### src/rtl/mem_pkg.sv
// Shared types and helpers for the M-stage data access unit.
package mem_pkg;

  typedef enum logic [1:0] {
    SZ_BYTE = 2'b00,
    SZ_HALF = 2'b01,
    SZ_WORD = 2'b10
  } mem_size_t;

  typedef enum logic [1:0] {
    IDLE = 2'b00,
    REQ  = 2'b01,
    DONE = 2'b10
  } mem_state_t;

  function automatic int unsigned cnt_width(input int unsigned timeout);
    return $clog2(timeout + 1);
  endfunction

endpackage

### src/rtl/load_align.sv
// Combinational load lane select plus sign/zero extension (little-endian lanes).
module load_align
  import mem_pkg::*;
(
  input  logic [31:0] word,
  input  logic [1:0]  addr,
  input  logic [1:0]  size,
  input  logic        sgn,
  output logic [31:0] data
);

  logic [7:0]  b;
  logic [15:0] h;

  always_comb begin
    b    = word[{addr, 3'b000} +: 8];
    h    = addr[1] ? word[31:16] : word[15:0];
    data = word;
    case (size)
      SZ_BYTE: data = {{24{sgn & b[7]}}, b};
      SZ_HALF: data = {{16{sgn & h[15]}}, h};
      default: data = word;
    endcase
  end

endmodule

### src/rtl/mem_access.sv
// MEM-stage load/store unit: req/ack data-memory transaction, lane alignment,
// pipeline stall and bus-error timeout.
module mem_access
  import mem_pkg::*;
#(
  parameter int unsigned TIMEOUT = 16
) (
  input  logic        clk,
  input  logic        rst_n,
  input  logic        memreadm,
  input  logic        memwritem,
  input  logic [1:0]  memsizem,
  input  logic        memsignedm,
  input  logic [31:0] aluoutm,
  input  logic [31:0] writedatam,
  output logic [31:0] rdm,
  output logic        stall,
  output logic        adel,
  output logic        ades,
  output logic        buserr,
  output logic        dreq,
  output logic        dwe,
  output logic [31:0] daddr,
  output logic [3:0]  dbe,
  output logic [31:0] dwdata,
  input  logic [31:0] drdata,
  input  logic        dack
);

  localparam int unsigned CW = cnt_width(TIMEOUT);

  mem_state_t    state;
  logic [CW-1:0] cnt;
  logic          access, misaligned, go;
  logic [3:0]    be_n;
  logic [31:0]   wdata_n, ld_data;

  always_comb begin
    access     = memreadm | memwritem;
    misaligned = 1'b0;
    be_n       = 4'b1111;
    wdata_n    = writedatam;
    case (memsizem)
      SZ_BYTE: begin
        be_n    = 4'b0001 << aluoutm[1:0];
        wdata_n = {4{writedatam[7:0]}};
      end
      SZ_HALF: begin
        misaligned = aluoutm[0];
        be_n       = aluoutm[1] ? 4'b1100 : 4'b0011;
        wdata_n    = {2{writedatam[15:0]}};
      end
      default: misaligned = |aluoutm[1:0];
    endcase
    go    = access & ~misaligned;
    adel  = access & misaligned & memreadm;
    ades  = access & misaligned & ~memreadm;
    stall = (state == REQ) || ((state == IDLE) && go);
  end

  load_align u_load_align (
    .word (drdata),
    .addr (aluoutm[1:0]),
    .size (memsizem),
    .sgn  (memsignedm),
    .data (ld_data)
  );

  always_ff @(posedge clk or negedge rst_n) begin
    if (!rst_n) begin
      state  <= IDLE;
      cnt    <= '0;
      rdm    <= '0;
      buserr <= 1'b0;
      dreq   <= 1'b0;
      dwe    <= 1'b0;
      daddr  <= '0;
      dbe    <= '0;
      dwdata <= '0;
    end else begin
      case (state)
        IDLE: begin
          rdm    <= '0;
          buserr <= 1'b0;
          if (go) begin
            state  <= REQ;
            cnt    <= '0;
            dreq   <= 1'b1;
            dwe    <= ~memreadm;
            daddr  <= {aluoutm[31:2], 2'b00};
            dbe    <= be_n;
            dwdata <= wdata_n;
          end
        end
        REQ: begin
          cnt <= cnt + 1'b1;
          // dack wins over a timeout landing in the same cycle
          if (dack || (cnt == CW'(TIMEOUT - 1))) begin
            state  <= DONE;
            rdm    <= (dack && memreadm) ? ld_data : '0;
            buserr <= ~dack;
            dreq   <= 1'b0;
            dwe    <= 1'b0;
            daddr  <= '0;
            dbe    <= '0;
            dwdata <= '0;
          end
        end
        DONE: begin
          state  <= IDLE;
          rdm    <= '0;
          buserr <= 1'b0;
        end
        default: state <= IDLE;
      endcase
    end
  end

endmodule

### config.mk
export PLATFORM = sky130hd
export DESIGN_NAME = mem_access
export DESIGN_NICKNAME = d
export VERILOG_FILES = /design/src/rtl/mem_pkg.sv /design/src/rtl/load_align.sv /design/src/rtl/mem_access.sv
export SDC_FILE = /design/constraint.sdc
export NUM_CORES = 1
export LEC_CHECK = 0
export BUFFER_PORTS_ARGS = -buffer_cell sky130_fd_sc_hd__buf_2
export CAP_MARGIN = 20
export CELL_PAD_IN_SITES_DETAIL_PLACEMENT = 0
export CELL_PAD_IN_SITES_GLOBAL_PLACEMENT = 1
export CORE_AREA = 3 3 119 121
export DETAILED_ROUTE_END_ITERATION = 12
export DIE_AREA = 0 0 122 124
export PLACE_DENSITY = 0.91
export SETUP_SLACK_MARGIN = 0.2
export SYNTH_ARGS = -nofsm -noshare
export SYNTH_HDL_FRONTEND = slang
export SYNTH_SLANG_ARGS = --single-unit
export TNS_END_PERCENT = 1
### constraint.sdc
create_clock -name clk -period 4.17 [get_ports clk]
set_input_delay 0.2085 -clock clk [delete_from_list [all_inputs] [get_ports clk]]
set_output_delay 0.2085 -clock clk [all_outputs]
set_load 0.05 [all_outputs]
* Word-level counts from Yosys, hierarchy flattened
Cells that the tools add are included.
** Storage, ports and cells
- Flip-flop bits (word level) :: 110
- Input port bits :: 104
- Logic and storage cells :: 71
** Operators by class
- Add/subtract/negate cells :: 1
- Equality and inequality tests :: 6
- Shift operators :: 2
- Muxes and demuxes :: 29
- Bitwise logic cells :: 10
- Reduce and logical (&&, ||, !) cells :: 14
** Operators with widths (number)
- 32-bit case mux with 2 select lines :: 5
- 32-bit two-way mux :: 5
- 32-bit by 6-bit variable part select with 8-bit output :: 1
- 16-bit two-way mux :: 1
- 4-bit case mux with 2 select lines :: 2
- 4-bit two-way mux :: 3
- 5-bit case mux with 2 select lines :: 1
- 1-bit case mux with 2 select lines :: 4
- 1-bit AND :: 6
- 2-bit AND reduction :: 3
- 5-bit by 1-bit adder with 5-bit output, second input constant :: 1
- 5-bit by 4-bit == test with 1-bit output, second input constant :: 1
- 5-bit two-way mux :: 1
- 2-bit by 1-bit == test with 1-bit output, second input constant :: 2
- 2-bit zero test :: 2
- 1-bit two-way mux :: 4
- 2-bit two-way mux :: 2
- 2-bit case mux with 2 select lines :: 1
- 2-bit nonzero test :: 2
- 2-bit OR reduction :: 2
- 1-bit by 2-bit << shifter with 4-bit output, first input constant :: 1
- 1-bit NOT :: 3
- 3-bit AND reduction :: 1
- 2-bit == test, second input constant :: 1
- 5 further kinds :: 7

* Longest topological paths before layout
- Depth in word-level cells :: 6
- Mapped depth :: 9

* Hierarchy
Synthesis repeated with hierarchy kept, for this count alone.
** Unflattened totals
- Cell total of the unflattened synthesis :: 552
- Area total of the unflattened synthesis :: 5646.7 um2
** By module, submodules not included
- mem_access :: instances 1, cells each 429, area an instance 4941.0 um2, sequential area each 2702.6 um2
- load_align :: instances 1, cells each 123, area an instance 705.7 um2, sequential area each 0.0 um2

* Least setup slack after synthesis
OpenSTA, ideal clock, no wires.
- Kind :: input to output
- From :: input port memsizem[0]
- To :: output port ades
- Data arrival time :: 2.135 ns
- Setup slack :: 1.826 ns
- Stages :: 3
- Path buffers :: 1
- Path through :: buf_2 > a21oi_1 > nor4b_1
** On the way
- Cells in the longest elaborated chain, start to end :: 4
** RTL lines
- from (decl) :: line mem_access.sv:12 : input logic [1:0] memsizem,
- 2-bit by 1-bit == test with 1-bit output or 2-bit zero test (tied branches) :: line mem_access.sv:43 : case (memsizem)
- 1-bit case mux with 2 select lines * :: line mem_access.sv:43
- 1-bit AND * (2 in a row) :: line mem_access.sv:57 : ades = access & misaligned & ~memreadm;
- to (decl) :: line mem_access.sv:19 : output logic ades,
Mark *: on every way between the ends. The rest lies on a longest branch, timed or not.

* Final worst setup path
- From :: register cnt[0]
- To :: register dwdata[17]
** On the way
- Cells in the longest elaborated chain, start to end :: 4
** RTL lines
- from (decl) :: line mem_access.sv:33 : logic [CW-1:0] cnt;
- from (signal assigned) :: line mem_access.sv:96 : cnt <= cnt + 1'b1;
- 5-bit by 4-bit == test with 1-bit output :: line mem_access.sv:98 : if (dack || (cnt == CW'(TIMEOUT - 1))) begin
- 1-bit logical OR :: line mem_access.sv:98
- 2-bit by 1-bit inequality test with 1-bit output (no line)
- 3-bit AND reduction (no line)
- to (signal assigned) :: line mem_access.sv:92 : dwdata <= wdata_n;
- to (decl) :: line mem_access.sv:25 : output logic [31:0] dwdata,
No other way between the ends.
A chain may end at the register's enable or synchronous reset.

==> results.md <==
* Routed Antenna Nets at 0
* Async S/R FF share, synth at between 90% and 100%
* Syn Inst Count at slightly above 500
* WL/cell at roughly 17 µm
* Post-CTS sizing at 0
* EDFF count, synth at 0
* Lkg Pwr at about 3.5 nW
* Routed wire length at roughly 15000 µm
* CTS root buffer: clkbuf_16
* Fmax at around 0.37 GHz
* IO Pins at between 200 and 250
* Post-Synthesis Cell Area at roughly 0.0050 mm²
* Met1 wire length at between 6000 and 7000 µm
* Flops & latches, synth at 108
* Yosys cell types at 46
* Skew final at between 0.008 and 0.009 ns
* Max_slew headroom at roughly 27%
* # rows at 42
* WP data arrival at between 2 and 3 ns
* HP Class: in2async
* Top cell by count, worst path: ha_1
* Part of the Yosys area used for sequential elements at a little over half
* Total CTS buffers at 9
* Sink Count at about 110
* Reg clk slew, reported paths at approximately 0.07 ns
* Hold Buf Count CTS at 0
* FF+latch area at 0.00270 mm²
* HPWL Detailed at ~11000 µm
* Via density at between 5 and 6
* Max-cap violation count at 0
* Tmin final at around 2.7 ns
* Total Negative Setup Slacks at 0 ns
* CTS HTree Levels at 3
* I/O Buffers at 207
* Avg Cell Area, Syn at 9.74 µm²
* Family with the most delay on the worst path: simple AND/OR/NAND/NOR gates
* Layout area overhead at 29.0%
* Antenna violations before repair at 0
* Fin nets at 801
* Multi-input gate area at ~0.0021 mm²
* Initial Util at a little under two fifths
* Largest net degree at the start of global routing at 74
* Pwr dens at roughly 680 mW/mm²
* RSZ-0062 raised after global routing: no
* Setup Viol. Count Final at 0
* Residual DRC count at 0
* Synth top area cells: dfrtp_1 54%, nand2_1 7.7%, nand3_1 6.8%
* Max Slew Vio Count at 0
* Critical path's slowest cell: nand2_2
* Buffer and inverter count on the worst path at 1
* Crit-path cells: ha_1 -> and3_1 -> ha_1 -> or2_2 -> nand2_2 -> buf_4 -> nand3_1 -> o21ai_0
* Final Util at about half
* Via count at ~4700
* Placer Congestion at roughly 0.81
* Critical path capture point type: flip-flop
* Worst EP required at 4.42 ns
* Critical R2R Launch: cnt[0]$_DFFE_PN0P_
* Worst-Skew Late Latency at approximately 0.35 ns
* 1st-pass router iterations at 6
* Total track usage at around a fifth
* VDD IR-drop max at ~0.00033 V
* Core area at between 0.01 and 0.015 mm²
* Clock buffer depth at 2
* Crit-path max FO at 43
* CP Class: reg2reg
* Yosys top cell by area: dfrtp_1
* CP startpoint: cnt[0]$_DFFE_PN0P_
* Worst Tran Pin Value at between 1 and 1.5 ns
* Total congestion overflow at 0
* Status: finished clean
* Iter 0 DRT Violations at 395
* Max Used Layer: met4
* Setup Fix Bufs, Post-CTS at 0
* CP Launch Type: flip-flop
* Vias in the first global route at 4498
* First-pass GRT wire length at approximately 23000 µm
* Final hold viol count at 0
* Delay of the slowest critical-path stage at just over 0.6 ns
* Most used flip-flop cell after synthesis: dfrtp_1
* Share of cells above drive strength 1 at between 30% and 40%
* DIE AREA at ~0.015 mm²
* Die Width at approximately 120 µm
* Antenna cells at 0
* Fin crit share at ~65%
* Die H at approximately 120 µm
* CTS tree: built
* Met3 wire len at approximately 1100 µm
* Synth warnings at 0
* Fillers at about 1300
* Share of the synthesized area in the top cell type at 53.9%
* Met2 wire length at 7060 µm
-- synthesized netlist by cell type, types with 2 or more instances --
library cell and count:
a21oi_1 14, a221o_1 16, a221oi_1 7, a222oi_1 7, a22o_1 7, and3_1 2, buf_1 5, buf_2 14
buf_4 2, buf_6 2, clkbuf_1 21, dfrtp_1 108, ha_1 2, inv_1 9, mux2_2 8, mux2i_1 25
nand2_1 103, nand3_1 68, nand4_1 2, nor2_1 16, nor2b_1 3, nor3_1 2, o21ai_0 44, o21ai_1 2
o22ai_1 3, or2_2 2, xor2_1 2
-- state kept, by name, indices dropped and copies added (netlist names) --
register  cells
buserr        1
cnt           5
daddr        30
dbe           4
dreq          1
dwdata       32
dwe           1
rdm          32
state         2
-- cell usage in the layout, fill, tap and decap left out, types with 3 or more instances in the layout --
cell | netlist | layout
buf_2 | 14 | 206
dfrtp_1 | 108 | 108
nand2_1 | 103 | 102
nand3_1 | 68 | 68
o21ai_0 | 44 | 44
mux2i_1 | 25 | 25
nor2_1 | 16 | 16
a221o_1 | 16 | 16
a21oi_1 | 14 | 13
inv_1 | 9 | 9
clkbuf_16 | 0 | 9
mux2_2 | 8 | 8
a22o_1 | 7 | 7
a221oi_1 | 7 | 7
a222oi_1 | 7 | 7
buf_4 | 2 | 6
o22ai_1 | 3 | 3
nor2b_1 | 3 | 3
clkbuf_8 | 0 | 3
-- cell type report --
class                           instances  area share, %
Clock inverter                          3           1.04
Multi-Input combinational cell        354           32.4
Tap cell                              176           3.40
Sequential cell                       108           41.7
Clock buffer                           13           4.17
Timing Repair Buffer                  212           16.6
Inverter                               10          0.580
-- metal layers --
metal  global-route usage, %  vias up
met1                    26.0     2267
met5                       0        -
met3                    3.41       15
li1                        -     2186
met2                    31.4      182
met4                    6.93        0
-- power by group --
part	total, W	switching, W	internal (W)
Clock	0.000950	0.000374	0.000576
Sequential	0.00151	0.000171	0.00134
Combinational	0.00195	0.00152	0.000423
Total	0.00440	0.00207	0.00234
-- final timing paths --
path                                     endpoint  slack (ns)  depth (start not counted)
max in group asynchronous  dwdata[27]$_DFFE_PN0P_        3.12                          2
min                            rdm[2]$_DFFE_PN0P_       0.009                          1
max reg2reg                dwdata[17]$_DFFE_PN0P_        1.48                          8
min reg2reg                   rdm[12]$_DFFE_PN0P_        0.48                          2
min in group clk            daddr[17]$_DFFE_PN0P_        0.05                          3
max                        dwdata[17]$_DFFE_PN0P_        1.48                          8
-- stage by stage --
| stage | hold slack (ns) | cells | worst slack [ns] | area, µm² | power (W) |
|---|---|---|---|---|---|
| finish | 0.00860 | 876 | 1.48 | 6470 | 0.00440 |
| detailed placement | 0.402 | 860 | 1.50 | 6140 | 0.00348 |
| CTS | 0.0339 | 876 | 1.46 | 6470 | 0.00445 |
| global placement | 0.389 | 860 | 1.61 | 6140 | 0.00344 |
| global route | 0.0466 | 876 | 1.30 | 6470 | 0.00463 |
| floorplan | -0.0871 | 516 | 1.83 | 5020 | 0.00295 |
-- logic make-up (layout without fill, tap and decap cells) --
logic type	count (synthesis)	count (layout)	share of synthesized area [%]
buffers and inverters	54	238	4.84
other	1	2	0.0747
adders and majority gates	2	2	0.499
xor gates and xnor gates	2	2	0.349
AOI/OAI and AO/OA	109	109	15.0
and+or+nand+nor	205	205	18.2
DFF	108	108	53.9
muxes	34	34	7.23
No activity file was read; power rests on OpenSTA's default activity.
